$ cat config.mk
export PLATFORM = sky130hd
export DESIGN_NAME = cabac_bin_sched
export DESIGN_NICKNAME = d
export VERILOG_FILES = /design/src/rtl/cabac_bin_sched.sv
export SDC_FILE = /design/constraint.sdc
export NUM_CORES = 1
export LEC_CHECK = 0
export CAP_MARGIN = 20
export CORE_MARGIN = 5
export CORE_UTILIZATION = 40
export CTS_CLUSTER_SIZE = 24
export DETAILED_ROUTE_END_ITERATION = 10
export PLACE_DENSITY = 0.85
export SYNTH_ARGS = -nofsm -noshare
export SYNTH_HDL_FRONTEND = slang
export SYNTH_SLANG_ARGS = --single-unit
$ cat constraint.sdc
create_clock -name clk -period 5.74 [get_ports clk]
set_clock_uncertainty 0.15 [all_clocks]
set_input_delay 0.861 -clock clk [delete_from_list [all_inputs] [get_ports clk]]
set_output_delay 0.861 -clock clk [all_outputs]
set_load 0.05 [all_outputs]
$ cat src/rtl/cabac_bin_sched.sv
// -----------------------------------------------------------------------------
// cabac_bin_sched
// Shares one CABAC arithmetic decoder between NREQ syntax-element parsers.
// The module runs the per-slice engine init handshake and grants bin requests
// round-robin. It issues exactly one decode strobe per bin and returns the
// decoded bin to the granted requester.
// A context bin takes two cycles (CTX1, CTX2). A bypass, terminate or
// reserved bin takes one cycle. Every bin also spends one ARB cycle.
//
// Ports
//   clk, rst          clock, synchronous active-high reset
//   en                global enable (0 freezes state, forces strobes low)
//   i_slice_start     new slice pulse; outside IDLE it aborts the current bin
//   i_init_done       engine context tables initialised
//   o_init            one-cycle engine range/offset init pulse
//   i_req             per-requester bin request (held until its o_bin_vld)
//   i_req_type        2 bits/requester: 0 ctx, 1 bypass, 2 terminate, 3 rsvd
//   i_req_bank        3 bits/requester: ctx bank 0..4 (>4 maps to bank 0)
//   i_req_idx         IDXW bits/requester: context index
//   o_dec_en          one-hot per-bank context decode strobe
//   o_cm_idx          context index of the active context bin
//   o_byp_en          bypass strobe
//   o_term_en         terminate strobe
//   i_valid           engine context-bin valid
//   i_bin_ctx         per-bank context bin results
//   i_bin_byp         bypass bin result
//   i_bin_term        terminate bin result
//   o_bin             decoded bin
//   o_bin_vld         one-hot: bin for requester k valid this cycle
//   o_slice_end       pulse when a terminate bin of 1 is decoded
//   o_busy            scheduler not in IDLE
// Optional build macro CABAC_SCHED_STATS_EN adds the o_cnt_ctx, o_cnt_byp and
// o_cnt_term bin counters. The counters are 32 bits wide and wrap. They clear
// on rst and on entry to INIT.
// -----------------------------------------------------------------------------
module cabac_bin_sched #(
   parameter int NREQ = 4,
   parameter int IDXW = 6
) (
   input  logic              clk,
   input  logic              rst,
   input  logic              en,
   input  logic              i_slice_start,
   input  logic              i_init_done,
   output logic              o_init,
   input  logic [NREQ-1:0]   i_req,
   input  logic [2*NREQ-1:0] i_req_type,
   input  logic [3*NREQ-1:0] i_req_bank,
   input  logic [IDXW*NREQ-1:0] i_req_idx,
   output logic [4:0]        o_dec_en,
   output logic [IDXW-1:0]   o_cm_idx,
   output logic              o_byp_en,
   output logic              o_term_en,
   input  logic              i_valid,
   input  logic [4:0]        i_bin_ctx,
   input  logic              i_bin_byp,
   input  logic              i_bin_term,
   output logic              o_bin,
   output logic [NREQ-1:0]   o_bin_vld,
   output logic              o_slice_end,
`ifdef CABAC_SCHED_STATS_EN
   output logic [31:0]       o_cnt_ctx,
   output logic [31:0]       o_cnt_byp,
   output logic [31:0]       o_cnt_term,
`endif
   output logic              o_busy
);

   localparam int GW = (NREQ > 1) ? $clog2(NREQ) : 1;

   typedef enum logic [3:0] {
      S_IDLE, S_INIT, S_WAIT, S_ARB, S_CTX1, S_CTX2, S_BYP, S_TERM, S_RSV
   } state_t;

   state_t          state_q, state_d;
   logic [GW-1:0]   rr_q;
   logic [GW-1:0]   g_q;
   logic [2:0]      bank_q;
   logic [IDXW-1:0] cm_idx_q;

   // Per-requester request fields unpacked from the flat buses
   logic [1:0]      type_a [NREQ];
   logic [2:0]      bank_a [NREQ];
   logic [IDXW-1:0] idx_a  [NREQ];

   genvar gi;
   generate
      for (gi = 0; gi < NREQ; gi++) begin : g_unpack
         assign type_a[gi] = i_req_type[2*gi +: 2];
         assign bank_a[gi] = i_req_bank[3*gi +: 3];
         assign idx_a[gi]  = i_req_idx[IDXW*gi +: IDXW];
      end
   endgenerate

   // Round-robin search. The first requester at or after rr_q wins.
   logic          found;
   logic [GW-1:0] win;
   logic [GW:0]   cand;
   always_comb begin
      found = 1'b0;
      win   = '0;
      cand  = '0;
      for (int k = 0; k < NREQ; k++) begin
         cand = {1'b0, rr_q} + (GW+1)'(k);
         if (cand >= (GW+1)'(NREQ)) cand = cand - (GW+1)'(NREQ);
         if (!found && i_req[cand[GW-1:0]]) begin
            found = 1'b1;
            win   = cand[GW-1:0];
         end
      end
   end

   logic [4:0]      bank_oh;
   logic [NREQ-1:0] g_oh;
   logic            grant;
   assign bank_oh = 5'b00001 << bank_q;
   assign g_oh    = {{(NREQ-1){1'b0}}, 1'b1} << g_q;

   always_comb begin
      state_d     = state_q;
      grant       = 1'b0;
      o_init      = 1'b0;
      o_dec_en    = '0;
      o_byp_en    = 1'b0;
      o_term_en   = 1'b0;
      o_bin       = 1'b0;
      o_bin_vld   = '0;
      o_slice_end = 1'b0;
      if (en) begin
         if (i_slice_start && state_q != S_IDLE) begin
            // Abort: drop whatever is in flight, no strobe and no bin delivered
            state_d = S_INIT;
         end else begin
            unique case (state_q)
               S_IDLE: if (i_slice_start) state_d = S_INIT;
               S_INIT: begin
                  o_init  = 1'b1;
                  state_d = S_WAIT;
               end
               S_WAIT: if (i_init_done) state_d = S_ARB;
               S_ARB: if (found) begin
                  grant = 1'b1;
                  unique case (type_a[win])
                     2'd0:    state_d = S_CTX1;
                     2'd1:    state_d = S_BYP;
                     2'd2:    state_d = S_TERM;
                     default: state_d = S_RSV;
                  endcase
               end
               S_CTX1: begin
                  o_dec_en = bank_oh;
                  state_d  = S_CTX2;
               end
               S_CTX2: begin
                  // Strobe stays up until the engine answers
                  o_dec_en = bank_oh;
                  if (i_valid) begin
                     o_bin     = i_bin_ctx[bank_q];
                     o_bin_vld = g_oh;
                     state_d   = S_ARB;
                  end
               end
               S_BYP: begin
                  o_byp_en  = 1'b1;
                  o_bin     = i_bin_byp;
                  o_bin_vld = g_oh;
                  state_d   = S_ARB;
               end
               S_TERM: begin
                  o_term_en = 1'b1;
                  o_bin     = i_bin_term;
                  o_bin_vld = g_oh;
                  if (i_bin_term) begin
                     o_slice_end = 1'b1;
                     state_d     = S_IDLE;
                  end else begin
                     state_d = S_ARB;
                  end
               end
               S_RSV: begin
                  o_bin_vld = g_oh;
                  state_d   = S_ARB;
               end
               default: state_d = S_IDLE;
            endcase
         end
      end
   end

   always_ff @(posedge clk) begin
      if (rst) begin
         state_q  <= S_IDLE;
         rr_q     <= '0;
         g_q      <= '0;
         bank_q   <= '0;
         cm_idx_q <= '0;
      end else if (en) begin
         state_q <= state_d;
         if (grant) begin
            g_q    <= win;
            rr_q   <= (win == GW'(NREQ-1)) ? '0 : win + 1'b1;
            bank_q <= (bank_a[win] > 3'd4) ? 3'd0 : bank_a[win];
            if (type_a[win] == 2'd0) cm_idx_q <= idx_a[win];
         end
      end
   end

   assign o_cm_idx = cm_idx_q;
   assign o_busy   = (state_q != S_IDLE);

`ifdef CABAC_SCHED_STATS_EN
   logic [31:0] cnt_ctx_q, cnt_byp_q, cnt_term_q;
   always_ff @(posedge clk) begin
      if (rst || (en && state_d == S_INIT)) begin
         cnt_ctx_q  <= '0;
         cnt_byp_q  <= '0;
         cnt_term_q <= '0;
      end else if (|o_bin_vld) begin
         if (state_q == S_CTX2) cnt_ctx_q  <= cnt_ctx_q + 32'd1;
         if (state_q == S_BYP)  cnt_byp_q  <= cnt_byp_q + 32'd1;
         if (state_q == S_TERM) cnt_term_q <= cnt_term_q + 32'd1;
      end
   end
   assign o_cnt_ctx  = cnt_ctx_q;
   assign o_cnt_byp  = cnt_byp_q;
   assign o_cnt_term = cnt_term_q;
`endif

endmodule

==> results_dict.tcl, run 1 <==
set metrics [dict create \
    outcome "complete, no violations" \
    area_growth_pct 52.1 \
    core_sq_um 3940 \
    synth_top_family_by_area "simple AND/OR/NAND/NOR gates" \
    hold_viol_final 0 \
    dp_hpwl_mm 4.00 \
    irDropWorstVdd_uv 153 \
    post_drt_wl_per_cell_um 15.9 \
    h-tree-depth 1 \
    critPathMaxFanout 6 \
    power_switching_w 0.000103 \
    viasPerCell 5.60 \
    place_inst 321 \
    synthArstFlopShare_pct 0 \
    powerDensity_nw_per_um2 138 \
    num_rows 23 \
    cellLeakagePower_nw 0.883 \
    dieArea_sq_um 5400 \
    cts.sinks 17 \
    fin_nets 340 \
    dr.pass1.iters 4 \
    synth.area.top_cells "dfxtp_1 21%, mux2i_1 8.1%, nand2_1 5.1%, and3_1 4.3%, a211oi_1 4.2%" \
    clk_latency_ns 0.26 \
    whs_ns 0.303 \
    fin_setup_tns_ns 0 \
    synth_xor_area_share_pct 0 \
    yosysTopAreaCell "dfxtp_1" \
    routed_wirelength_mm 5.15 \
    worstSetupEndpointType "primary output" \
    seqPwrFrac_pct 37.1 \
    stdcell_count 325 \
    synth_nets 268 \
    route.vias.total 1820 \
    post-cts-setup-buffers 0 \
    antenna_found_initial 0 \
    synth_common_cells "22 x nand2_1, 17 x dfxtp_1, 15 x nor2_1" \
    yosys_register_bits 17 \
    synth_top_area_share_pct 21.1 \
    timing.fmax_ghz 0.243 \
    synth_mux_area_share_pct 10.2 \
    ios 82 \
    multi_input_area_sq_um 1170 \
    grt_util_all_layers_pct 19.0 \
    cts_resized 0 \
    synth_edf_count 0 \
    io_buffers 81 \
    cts_root_buffer "clkbuf_8" \
    fin_crit_sh_pct 71.7 \
    relSlewSlack_pct 49.9 \
    place_area_sq_um 2410 \
    synth_compound_area_share_pct 26.9 \
    synth-simple-area-share_pct 32.4 \
    arrival_ns 3.10 \
    tightest_slew_ns 0.750 \
    diodes 0 \
    path_class "input port to primary output" \
    synthesis.area_sq_um 1610 \
    synth_fa_ha_area_share_pct 2.95 \
    syn_area_per_cell_sq_um 7.91 \
    synth_ff_type "dfxtp_1" \
    drc_errors 0 \
    setup-violations-final 0 \
    hold_class "flip-flop to flip-flop" \
    synth.distinct_cells 56 \
    overflow 0 \
    ys.warnings.count 0 \
    grt_max_degree 26 \
    regArea_sq_um 340 \
    post-route-cell-area_sq_um 2450 \
    netlist_instances 204 \
    drtIter0Drc 121 \
    die_y_um 73.5 \
    cts.path.max_buffers 2 \
    gp_congestion 0.871 \
    intPower_w 0.000236 \
    cts_tree "built" \
    drv_slew 0 \
    p_sw_share_pct 30.4 \
    maxCapViolations 0 \
    start_util_pct 40.9 \
    ant_nets 0 \
    rsz0062_at_grt "false" \
    comb_power_share_pct 35.9 \
    power.clock.fraction_pct 27.0 \
    numCtsBuffers 3 \
    cts.clk_slew.worst_paths_ns 0.06 \
    fill_cells 357 \
    yosys.cell_count.top_type "nand2_1" \
    fin_crit_ns 4.12 \
    critPathRequiredTime_ns 4.73 \
    ys_seq_area_share_pct 21.1 \
    grt_pass1_wl_mm 8.18 \
    crit_path_start_kind "input port" \
    grt_pass1_vias 1687 \
    drive_above_1_share_pct 6.18 \
    die_x_um 73.5 \
    ctsHoldBuffers 0 \
]
## metal layers
metal	part of all wire [%]	wire, um	track usage (%)
met3	5.2	269	2.87
met2	50	2570	31.5
met5	0	0	0
met1	40	2090	24.4
met4	4.4	226	7.65
## power by group through the flow
stage	Combinational (W)	Sequential, W	Clock (W)
after floorplan	0.0000711	0.000124	0
after global placement	0.000120	0.000129	0
after detailed placement	0.000121	0.000129	0
after CTS	0.000122	0.000126	0.0000938
after global routing	0.000131	0.000127	0.0000989
final	0.000122	0.000126	0.0000917
## final cells by class
| type | count | share of cell area [%] |
|---|---|---|
| inverter | 5 | 0.765 |
| timing repair buffer | 82 | 33.4 |
| tap | 50 | 2.55 |
| clock buffer | 4 | 1.84 |
| sequential | 17 | 13.9 |
| multi-input combinational | 167 | 47.6 |
## sequential cells by signal (all words and copies together) (netlist names)
name / flops
o_cm_idx: 6
state_q: 4
bank_q: 3
g_q: 2
rr_q: 2
## critical path, cell delays in order
cell	delay [ns]
clkdlybuf4s50_1	0.48
inv_1	0.11
nand4b_1	0.21
or3_1	0.41
nor3b_1	0.21
clkdlybuf4s50_1	0.83
## per-stage QoR
stage / util [%] / setup WS (ns) / total power (W)
detailed placement: 61.1 / 1.62 / 0.000250
CTS: 62.2 / 1.61 / 0.000342
global placement: 61.1 / 1.63 / 0.000248
floorplan: - / 1.94 / 0.000195
finish: 62.2 / 1.62 / 0.000339
global route: 62.2 / 1.40 / 0.000357
## kinds of logic (layout without fill, tap and decap cells)
family                     after synthesis  after routing
DFF                                     17             17
AOI/OAI and AO/OA                       56             56
muxes                                   15             15
adders and majority gates                4              4
buffers and inverters                   20             91
and+or+nand+nor                         92             92
## cell usage in the layout, fill, tap and decap left out, types with 3 or more instances in the layout
master           count
nand2b_1             4
nand2_1             22
o21ai_0              6
nor2_1              15
clkbuf_8             3
nor3b_1              3
and3_1              11
ha_1                 3
nor4_1               3
mux2i_1             13
inv_1                5
a21oi_1             13
a211o_1              7
nor2b_1              5
and2_1               3
nor3_1               8
clkdlybuf4s50_1     81
dfxtp_1             17
nand3b_1             3
a211oi_1             9
## worst paths after layout
path | start | to | slack (ns) | cells past startpoint
max | i_slice_start | o_dec_en[2] | 1.62 | 6
min | o_cm_idx[1]$_SDFFE_PP0P_ | o_cm_idx[1]$_SDFFE_PP0P_ | 0.30 | 2
max reg2reg | rr_q[0]$_SDFFE_PP0P_ | o_cm_idx[5]$_SDFFE_PP0P_ | 2.66 | 9
min reg2reg | o_cm_idx[1]$_SDFFE_PP0P_ | o_cm_idx[1]$_SDFFE_PP0P_ | 0.30 | 2
Power figures use the tool's default switching activity.
==> run 2, diff against run 1 <==
==> constraint.sdc (replaced) <==
create_clock -name clk -period 3.8 [get_ports clk]
set_clock_uncertainty 0.15 [all_clocks]
set_input_delay 0.57 -clock clk [delete_from_list [all_inputs] [get_ports clk]]
set_output_delay 0.57 -clock clk [all_outputs]
set_load 0.05 [all_outputs]
==> results_dict.tcl, run 2 (synthesis results as in run 1) <==
set metrics [dict create \
    cts_resized 0 \
    fin_setup_tns_ns 0 \
    drv_slew 0 \
    outcome "complete, no violations" \
    die_y_um 73.5 \
    cts_root_buffer "clkbuf_8" \
    total_power_w 0.000516 \
    hold_viol_final 0 \
    die_x_um 73.5 \
    cellLeakagePower_nw 0.915 \
    post_drt_wl_per_cell_um 15.3 \
    largest_reg_flops 6 \
    whs_ns 0.307 \
    h-tree-depth 1 \
    critPathMaxStageDelay_ns 0.88 \
    cts.clk_slew.worst_paths_ns 0.07 \
    critPathRequiredTime_ns 3.08 \
    worstSetupEndpointType "primary output" \
    path_class "flip-flop to primary output" \
    grt_util_all_layers_pct 17.9 \
    rsz0062_at_grt "false" \
    drc_errors 0 \
    power_switching_w 0.000156 \
    stdcell_count 330 \
    grt_pass1_wl_mm 7.67 \
    arrival_ns 2.76 \
    grt_max_degree 22 \
    fin_crit_ns 3.48 \
    hold_class "flip-flop to flip-flop" \
    dr.pass1.iters 4 \
    overflow 0 \
    numCtsBuffers 3 \
    antenna_found_initial 0 \
    drive_above_1_share_pct 8.93 \
    viasPerCell 5.47 \
    route.vias.total 1805 \
    dieArea_sq_um 5400 \
    grt_pass1_vias 1687 \
    irDropWorstVdd_uv 220 \
    cp.buffers_inverters 1 \
    area_growth_pct 54.2 \
    tightest_slew_ns 0.728 \
    cts.path.max_buffers 2 \
    cts_tree "built" \
    dp_hpwl_mm 4.02 \
    final_cell_mix "79 x clkdlybuf4s50_1, 22 x nand2_1, 17 x dfxtp_1" \
    ant_nets 0 \
    crit_chain "nor4_1, o21ai_0, nor4_1, clkdlybuf4s50_1" \
    io_buffers 81 \
    relSlewSlack_pct 51.3 \
    crit_path_start_kind "flip-flop" \
    critPathMaxFanout 14 \
    post-cts-setup-buffers 0 \
    final_common_cell "clkdlybuf4s50_1" \
    ios 82 \
    routed_wirelength_mm 5.06 \
    fin_nets 345 \
    diodes 0 \
    fin_crit_sh_pct 91.5 \
    core_sq_um 3940 \
    ctsHoldBuffers 0 \
    gp_congestion 0.813 \
    crit_slowest_cell "clkdlybuf4s50_1" \
    start_util_pct 40.9 \
    drtIter0Drc 88 \
    powerDensity_nw_per_um2 208 \
    clk_latency_ns 0.25 \
    path_common_cell "nor4_1" \
    seqPwrFrac_pct 36.1 \
    intPower_w 0.000360 \
    num_rows 23 \
    comb_power_share_pct 37.6 \
    power.clock.fraction_pct 26.4 \
    setup-violations-final 0 \
    critical-path-top-delay-family "simple AND/OR/NAND/NOR gates" \
    p_sw_share_pct 30.3 \
    timing.fmax_ghz 0.288 \
    maxCapViolations 0 \
    cts.sinks 17 \
    place_inst 326 \
]
==> run 2: path summary, 6_finish.rpt <==
path                                  from                        to  slack (ns)  cells after the start
setup reg to reg      rr_q[0]$_SDFFE_PP0P_  o_cm_idx[5]$_SDFFE_PP0P_        1.18                     10
hold reg to reg   o_cm_idx[2]$_SDFFE_PP0P_  o_cm_idx[2]$_SDFFE_PP0P_        0.31                      2
setup / recovery   state_q[3]$_SDFFE_PP0P_                    o_init        0.32                      4
hold / removal    o_cm_idx[2]$_SDFFE_PP0P_  o_cm_idx[2]$_SDFFE_PP0P_        0.31                      2
==> run 2: stage by stage <==
stage	instance area [sq um]	utilization [%]	worst slack, ns
after floorplan	1610	-	0.498
after global placement	2440	61.9	0.420
after detailed placement	2440	61.9	0.396
after CTS	2490	63.1	0.348
after global routing	2490	63.1	0.0886
final	2490	63.1	0.324
==> run 2: metal layers <==
| metal | GRT usage (%) | up-vias | wire length (um) |
|---|---|---|---|
| met3 | 3.01 | 6 | 182 |
| met2 | 31.0 | 44 | 2680 |
| met5 | 0 | - | 0 |
| met4 | 5.23 | 0 | 72 |
| li1 | - | 917 | - |
| met1 | 22.5 | 838 | 2130 |
==> run 2: final cells by class <==
cell class | instances | area, sq um
Timing Repair Buffer | 87 | 851
Fill cell | 354 | 1460
Tap cell | 50 | 62.6
Clock inverter | 1 | 5.00
Sequential cell | 17 | 340
Inverter | 5 | 18.8
Clock buffer | 3 | 41.3
Multi-Input combinational cell | 167 | 1170
==> run 2: power by group through the flow <==
stage	Clock [W]	Sequential [W]	Combinational, W
floorplan	0	0.000187	0.000107
global placement	0	0.000190	0.000191
detailed placement	0	0.000190	0.000194
CTS	0.000141	0.000186	0.000195
global route	0.000149	0.000187	0.000211
finish	0.000136	0.000186	0.000194
==> run 2: tightest hold or removal path: cells and delay by family (launching register included) <==
| kind | cells | cell delay, ns |
|---|---|---|
| compound gates | 1 | 0.05 |
| simple gates | 1 | 0.05 |
| flops | 1 | 0.31 |
